==> config.mk <==
export PLATFORM = sky130hd
export DESIGN_NAME = tdm_demux_4
export DESIGN_NICKNAME = d
export VERILOG_FILES = /design/src/rtl/tdm_pkg.sv /design/src/rtl/tdm_slot_cnt.sv /design/src/rtl/tdm_demux_4.sv
export SDC_FILE = /design/constraint.sdc
export NUM_CORES = 1
export LEC_CHECK = 0
export CELL_PAD_IN_SITES_DETAIL_PLACEMENT = 1
export CELL_PAD_IN_SITES_GLOBAL_PLACEMENT = 1
export CORE_UTILIZATION = 54
export CTS_BUF_LIST = sky130_fd_sc_hd__clkbuf_4
export DETAILED_ROUTE_END_ITERATION = 12
export DONT_BUFFER_PORTS = 1
export PLACE_DENSITY = 0.77
export REMOVE_ABC_BUFFERS = 1
export SETUP_SLACK_MARGIN = 0.3
export SLEW_MARGIN = 25
export SYNTH_ARGS = -nofsm -noshare
export SYNTH_HDL_FRONTEND = slang
export SYNTH_HIERARCHICAL = 1
export SYNTH_SLANG_ARGS = --single-unit
==> constraint.sdc <==
create_clock -name clk -period 1.96 [get_ports clk]
set_clock_uncertainty 0.2 [all_clocks]
set_input_delay 0.294 -clock clk [delete_from_list [all_inputs] [get_ports clk]]
set_output_delay 0.294 -clock clk [all_outputs]
set_load 0.01 [all_outputs]
==> src/rtl/tdm_pkg.sv <==
// Shared types and defaults for the TDM demultiplexer.
package tdm_pkg;
  typedef enum logic {HUNT = 1'b0, LOCKED = 1'b1} state_e;
  localparam int DEF_WIDTH = 8;
  localparam int DEF_NCH   = 4;
  localparam int ERR_W     = 8;
endpackage

==> src/rtl/tdm_slot_cnt.sv <==
// Slot counter for one TDM frame: clear > load1 > inc, wraps after NCH-1.
module tdm_slot_cnt #(
  parameter int NCH = 4,
  parameter int SW  = $clog2(NCH)
) (
  input  logic          clk,
  input  logic          rst_n,
  input  logic          inc,
  input  logic          load1,
  input  logic          clear,
  output logic [SW-1:0] slot,
  output logic          last
);
  localparam logic [SW-1:0] LAST_SLOT = SW'(NCH - 1);

  assign last = (slot == LAST_SLOT);

  always_ff @(posedge clk or negedge rst_n) begin
    if (!rst_n)      slot <= '0;
    else if (clear)  slot <= '0;
    else if (load1)  slot <= SW'(1);
    else if (inc)    slot <= last ? '0 : slot + 1'b1;
  end
endmodule

==> src/rtl/tdm_demux_4.sv <==
// TDM frame demultiplexer with fsync alignment; TDM_DEMUX_ERRCNT_EN enables
// the saturating misaligned-fsync counter on err_cnt.
module tdm_demux_4
  import tdm_pkg::*;
#(
  parameter int WIDTH = DEF_WIDTH,
  parameter int NCH   = DEF_NCH
) (
  input  logic                   clk,
  input  logic                   rst_n,
  input  logic [WIDTH-1:0]       din,
  input  logic                   din_valid,
  input  logic                   fsync,
  output logic [NCH*WIDTH-1:0]   dout,
  output logic                   frame_valid,
  output logic                   locked,
  output logic                   sync_err,
  output logic [ERR_W-1:0]       err_cnt
);
  localparam int SW = $clog2(NCH);

  state_e                    state;
  logic [SW-1:0]             slot;
  logic                      last;
  logic [NCH-1:0][WIDTH-1:0] shadow, frame_nxt, dout_q;
  logic                      acc_sync, misalign, inc, load1, clear;

  assign acc_sync = din_valid & fsync;
  assign misalign = acc_sync & (state == LOCKED) & (slot != '0);
  // Frame start in HUNT and a resync in LOCKED both restart at slot 1.
  assign load1    = (state == HUNT) ? acc_sync : misalign;
  assign inc      = din_valid & (state == LOCKED) & ~misalign;
  assign clear    = (state == HUNT) & ~load1;

  tdm_slot_cnt #(.NCH(NCH), .SW(SW)) u_slot (
    .clk(clk), .rst_n(rst_n), .inc(inc), .load1(load1), .clear(clear),
    .slot(slot), .last(last)
  );

  always_comb begin
    frame_nxt          = shadow;
    frame_nxt[NCH-1]   = din;
  end

  always_ff @(posedge clk or negedge rst_n) begin
    if (!rst_n) begin
      state       <= HUNT;
      locked      <= 1'b0;
      shadow      <= '0;
      dout_q      <= '0;
      frame_valid <= 1'b0;
      sync_err    <= 1'b0;
    end else begin
      frame_valid <= 1'b0;
      sync_err    <= misalign;
      if (load1) begin
        shadow[0] <= din;
        state     <= LOCKED;
        locked    <= 1'b1;
      end else if (inc) begin
        shadow[slot] <= din;
      end
      if (inc && last) begin
        dout_q      <= frame_nxt;
        frame_valid <= 1'b1;
      end
    end
  end

  assign dout = dout_q;

`ifdef TDM_DEMUX_ERRCNT_EN
  logic [ERR_W-1:0] err_q;
  always_ff @(posedge clk or negedge rst_n) begin
    if (!rst_n)                       err_q <= '0;
    else if (misalign && ~&err_q)     err_q <= err_q + 1'b1;
  end
  assign err_cnt = err_q;
`else
  assign err_cnt = '0;
`endif
endmodule

==> results.py, run 1 <==
metrics = {
    "status": {
        "outcome": "finished with violations",
        "violations": "DRC, hold timing",
    },
    "grt": {
        "grt_pass1_vias": 1522,
        "grt_pass1_wl_um": 8714,
        "overflow": 0,
        "grt_max_degree": 62,
        "grt_use_total_pct": 24.33,
        "grt_antenna_before_repair": 0,
    },
    "worst_setup_path": {
        "arrival_ns": 1.95,
        "worstSetupEndpointType": "flip-flop",
        "criticalPathCategory": "flip-flop to flip-flop",
        "path_max_fanout": 7,
        "crit_required_ns": 2.04,
        "crit_path_start_kind": "flip-flop",
    },
    "cells_and_area": {
        "layout.nets": 197,
        "num_antenna_cells": 0,
        "final_util_pct": 68.29,
        "syn2layout_area_growth_pct": 18.83,
        "layout-drive-gt1-share_pct": 50.26,
    },
    "detailed_routing": {
        "drc": 5,
        "antenna_left": 0,
        "routedWlPerCell_um": 23.10,
        "via_per_inst": 5.656,
        "firstDrtPassIters": 10,
        "via_count": 1363,
        "wl_um": 5568,
        "drtIter0Drc": 105,
    },
    "flow_run": {
        "maxCapViolations": 0,
    },
    "clock_tree": {
        "clock_latency_ns": 0.39,
        "cts_tree": "done",
        "clk_pin_slew_ns": 0.10,
        "clk_path_buf_depth": 2,
        "cts-root-buf": "clkbuf_4",
        "h-tree-depth": 3,
        "cts_buffers": 9,
        "cts_num_sinks": 61,
    },
    "sta": {
        "finalCritPeriodShare_pct": 95.61,
        "fmax_ghz": 0.5336,
        "finalSetupViolations": 0,
        "slew_viol_final": 0,
        "fin_tns_setup_ns": 0,
        "hold_viol_final": 61,
        "timing.hold.ws_ns": -0.6128,
        "fin_crit_ns": 1.874,
        "grt_setup_unrepaired": "yes",
    },
    "die": {
        "rows": 24,
        "die_h_um": 71.01,
        "die_x_um": 71.01,
        "start_util_pct": 57.47,
        "core_sq_um": 4474,
        "die_area_sq_um": 5042,
        "pin_count": 55,
    },
    "synthesis": {
        "yosysSeqAreaShare_pct": 59.37,
        "syn_area_sq_um": 2571,
        "avgSynthCellArea_sq_um": 17.03,
        "synth-seq-cells": 61,
        "yosysUniqueCellTypes": 23,
        "synthCells": 151,
        "ys.warnings.count": 6,
    },
    "power_and_ir_drop": {
        "vdd_drop_max_uv": 674.2,
        "leakagePower_nw": 1.416,
        "power_per_cell_area_nw_per_um2": 1524,
    },
    "placed_design": {
        "io_buffers": 0,
        "gp_congestion": 0.7510,
        "dp_hpwl_um": 3046,
    },
    "hold_path": {
        "hold_path_class": "input pin to asynchronous set/reset pin",
    },
}
## worst paths after layout
check	from	end	slack (ns)	cells after the start
setup / recovery	u_slot/slot[1]$_DFFE_PN0P_	dout[8]$_DFFE_PN0P_	0.09	5
hold / removal	rst_n	u_slot/slot[0]$_DFFE_PN0P_	-0.61	0
setup reg to reg	u_slot/slot[1]$_DFFE_PN0P_	dout[8]$_DFFE_PN0P_	0.09	5
hold reg to reg	frame_nxt[20]$_DFFE_PN0P_	dout[20]$_DFFE_PN0P_	0.31	1
max in group asynchronous	rst_n	frame_nxt[23]$_DFFE_PN0P_	2.06	0
min in group clk	fsync	frame_nxt[13]$_DFFE_PN0P_	0.11	3
## area by class of cell
class | count | area, sq um
fill | 399 | 1419
multi-input combinational | 82 | 982.2
timing repair buffer | 28 | 347.8
sequential | 61 | 1529
inverter | 2 | 7.507
tap | 52 | 65.06
clock inverter | 7 | 56.30
clock buffer | 9 | 67.56
## sequential cells by signal, indices dropped and copies added, names as in the netlist
| name | flops |
|---|---|
| dout | 32 |
| frame_nxt | 24 |
| frame_valid | 1 |
| state | 1 |
| sync_err | 1 |
| u_slot/slot | 2 |
## through the flow
stage | cell area, sq um | worst slack [ns] | hold WS [ns] | cells | power, mW
after floorplan | 2461 | 0.02467 | -0.2016 | 145 | 3.195
after global placement | 2584 | 0.1532 | -0.2004 | 203 | 3.403
after global routing | 3055 | 0.05901 | -0.6561 | 241 | 4.913
after CTS | 2977 | 0.1636 | -0.6395 | 236 | 4.568
final | 3055 | 0.08598 | -0.6128 | 241 | 4.656
after detailed placement | 2584 | 0.02787 | -0.2005 | 203 | 3.527
## per-layer routing
layer	up-vias	wire (um)	track usage (%)
li1	583	-	-
met1	720	2416	31.44
met2	49	2696	37.39
met3	11	313	8.547
met4	0	141	10.67
met5	-	0	0
## cell usage in the layout, fill, tap and decap left out
cell	instances
dfrtp_1	59
mux2_4	40
mux2_2	16
dlygate4sd3_1	11
clkbuf_4	9
conb_1	8
buf_4	8
clkinv_2	3
clkinv_1	3
buf_12	3
nor2_1	2
nand2b_1	2
inv_1	2
nor4b_4	2
buf_16	2
buf_6	2
dfrtp_2	2
nand2_2	1
o21ai_2	1
nand2_1	1
a21oi_1	1
nor2b_2	1
and4_4	1
o31a_4	1
bufinv_16	1
clkbuf_16	1
buf_8	1
or3b_1	1
a31oi_1	1
mux2i_1	1
nor3_1	1
ha_1	1
## timing repair
item | in CTS | in global routing
cloned | 2 | 1
buffers inserted | 5 | 3
endpoints found under the setup margin | 57 | 57
resized for setup | 17 | 6
hold endpoints to repair | 96 | 62
hold buffers | 10 | 1
pin swaps | 3 | 3
## worst max-delay path, stage by stage, from the launching register on
cell	delay (ns)
dfrtp_2	0.47
o21ai_2	0.22
and4_4	0.29
buf_12	0.13
buf_12	0.14
mux2_4	0.30
## kinds of logic (layout without fill, tap and decap cells)
group           count (synthesis)  in the layout  synth area share, %
flops                          61             61                59.37
fa+ha+maj                       1              1               0.4865
compound gates                  4              4                1.119
mux                            57             57                29.15
buf+inv                        15             46                5.596
other cells                     1              8               0.1458
simple gates                   12             12                4.137
## synthesized netlist by cell type
master,count,share of area (%)
a31oi_1,1,0.24
buf_12,3,2.3
o31a_1,1,0.34
buf_2,1,0.19
buf_4,8,2.3
ha_1,1,0.49
o21ai_2,1,0.34
nand2b_1,2,0.49
conb_1,1,0.15
or3b_1,1,0.34
dfrtp_1,61,59
nor2_1,2,0.29
mux2_2,27,12
nor2b_1,1,0.24
and4_4,1,0.44
nand2_1,2,0.29
buf_6,1,0.44
nor3_1,1,0.19
mux2_4,29,17
inv_1,2,0.29
mux2i_1,1,0.39
a21oi_1,1,0.19
nor4b_4,2,1.8
## power breakdown
group,leakage (nW),switching (mW),internal (mW)
Clock,0.0720,0.434,0.370
Sequential,0.738,0.580,1.83
Combinational,0.606,0.442,0.999
Power figures use the tool's default switching activity.
==> run 2: changes to the inputs <==
--- a/config.mk
+++ b/config.mk
@@ -11,7 +11,7 @@
 export CTS_BUF_LIST = sky130_fd_sc_hd__clkbuf_4
 export DETAILED_ROUTE_END_ITERATION = 12
 export DONT_BUFFER_PORTS = 1
-export PLACE_DENSITY = 0.77
+export PLACE_DENSITY = 0.88
 export REMOVE_ABC_BUFFERS = 1
 export SETUP_SLACK_MARGIN = 0.3
 export SLEW_MARGIN = 25
==> run 2 against run 1 <==
Net effect: core utilization fell by 0.36 points; largest power group unchanged; register-to-register slack improved by 0.06 ns; final cell count did not move; worst hold slack improved by 0.0079 ns; sequential power is essentially flat; sequential share of layout area rose by 0.27 points; non-clock buffer count unchanged; the flow still finishes with violations (DRC, hold timing); count of clock-buffer cells in the layout is 1 higher; critical path type unchanged.
==> results.py, run 2 (same netlist as run 1, synthesis figures left out) <==
metrics = {
    "status": {
        "outcome": "finished with violations",
        "violations": "DRC, hold timing",
    },
    "grt": {
        "grt_antenna_before_repair": 0,
        "grt_use_total_pct": 23.47,
        "grt_pass1_wl_um": 8521,
        "grt_max_degree": 62,
        "overflow": 0,
        "grt_pass1_vias": 1533,
    },
    "placed_design": {
        "io_buffers": 0,
        "gp_congestion": 0.7442,
        "dp_hpwl_um": 3370,
    },
    "sta": {
        "hold_viol_final": 61,
        "grt_setup_unrepaired": "yes",
        "finalCritPeriodShare_pct": 92.37,
        "finalSetupViolations": 0,
        "fmax_ghz": 0.5523,
        "timing.hold.ws_ns": -0.6049,
        "fin_tns_setup_ns": 0,
        "fin_crit_ns": 1.811,
        "slew_viol_final": 0,
    },
    "detailed_routing": {
        "antenna_left": 0,
        "via_per_inst": 5.577,
        "drtIter0Drc": 75,
        "via_count": 1344,
        "drc": 6,
        "wl_um": 5356,
        "routedWlPerCell_um": 22.22,
        "firstDrtPassIters": 8,
    },
    "cells_and_area": {
        "layout-drive-gt1-share_pct": 53.44,
        "final_util_pct": 67.93,
        "syn2layout_area_growth_pct": 18.20,
        "final_common_cell": "dfrtp_1",
        "num_antenna_cells": 0,
        "largest_reg_flops": 32,
        "most-common-layout-cells": "dfrtp_1 (59), mux2_4 (45), mux2_2 (11)",
        "layout.nets": 197,
    },
    "clock_tree": {
        "cts_num_sinks": 61,
        "hold_buffers": 10,
        "cts_tree": "done",
        "h-tree-depth": 3,
        "clock_latency_ns": 0.38,
        "cts_buffers": 9,
        "clk_path_buf_depth": 2,
        "clk_pin_slew_ns": 0.11,
        "cts-root-buf": "clkbuf_4",
    },
    "worst_setup_path": {
        "criticalPathCategory": "flip-flop to flip-flop",
        "worstSetupEndpointType": "flip-flop",
        "path_max_fanout": 13,
        "crit_path_start_kind": "flip-flop",
        "arrival_ns": 1.88,
        "crit_required_ns": 2.03,
    },
    "die": {
        "rows": 24,
        "die_h_um": 71.01,
        "core_sq_um": 4474,
        "die_area_sq_um": 5042,
        "die_x_um": 71.01,
        "start_util_pct": 57.47,
        "pin_count": 55,
    },
    "power_and_ir_drop": {
        "power_mw": 4.697,
        "vdd_drop_max_uv": 748.1,
        "power_per_cell_area_nw_per_um2": 1545,
        "leakagePower_nw": 1.423,
    },
    "hold_path": {
        "hold_path_class": "input pin to asynchronous set/reset pin",
    },
    "flow_run": {
        "maxCapViolations": 0,
    },
}
-- run 2: cell types whose count changed in the layout (fill, tap and decap cells not counted), sizes merged --
cell         before  now
dlygate4sd3      11   10
buf              16   18
clkinv            6    5
-- run 2: path summary, 6_finish.rpt --
check                                                start  slack [ns]                          to  cells past startpoint
worst max-delay path            u_slot/slot[1]$_DFFE_PN0P_        0.15         dout[2]$_DFFE_PN0P_                      4
worst min-delay path                                 rst_n       -0.60         dout[7]$_DFFE_PN0P_                      0
worst max register to register  u_slot/slot[1]$_DFFE_PN0P_        0.15         dout[2]$_DFFE_PN0P_                      4
worst min register to register    frame_nxt[1]$_DFFE_PN0P_        0.31         dout[1]$_DFFE_PN0P_                      1
max in group asynchronous                            rst_n        2.04  u_slot/slot[0]$_DFFE_PN0P_                      0
min in group clk                                     fsync        0.09    frame_nxt[9]$_DFFE_PN0P_                      3
-- run 2: final cells by class --
cell class,count,area [sq um]
Inverter,2,7.507
Multi-Input combinational cell,82,1026
Tap cell,52,65.06
Sequential cell,61,1529
Timing Repair Buffer,28,282.8
Clock buffer,10,75.07
Clock inverter,6,53.80
Fill cell,408,1435
-- run 2: repair_timing --
item	in CTS	in global routing
pin swaps	5	2
gates cloned	0	0
endpoints found under the setup margin	57	58
setup buffers	7	2
resized for setup	17	16
endpoints found under the hold margin	95	61
-- run 2: power by group --
group	internal, mW	switching [mW]	total [mW]
sequential	1.83	0.577	2.41
clock	0.391	0.431	0.823
combinational	1.02	0.444	1.47
total	3.24	1.45	4.70
-- run 2: critical path: stages (launching register included) --
cell and delay (ns):
dfrtp_2 0.46, o21ai_2 0.18, and4_4 0.33, buf_12 0.18, mux2_2 0.35
-- run 2: layer usage --
metal | vias up | track usage [%] | part of all wire [%]
met3 | 2 | 8.120 | 4.6
li1 | 583 | - | -
met1 | 718 | 28.59 | 42
met4 | 0 | 8.222 | 0.34
met2 | 41 | 39.10 | 53
met5 | - | 0 | 0
-- run 2: through the flow --
step                      instance area [sq um]  hold WS [ns]  worst slack [ns]  cells
after global routing                       3039       -0.6540            0.1088    241
after floorplan                            2461       -0.2016           0.02467    145
after CTS                                  2960       -0.6360            0.1875    239
after detailed placement                   2619       -0.2002           0.08530    206
after global placement                     2619       -0.2001            0.2005    206
final                                      3039       -0.6049            0.1495    241
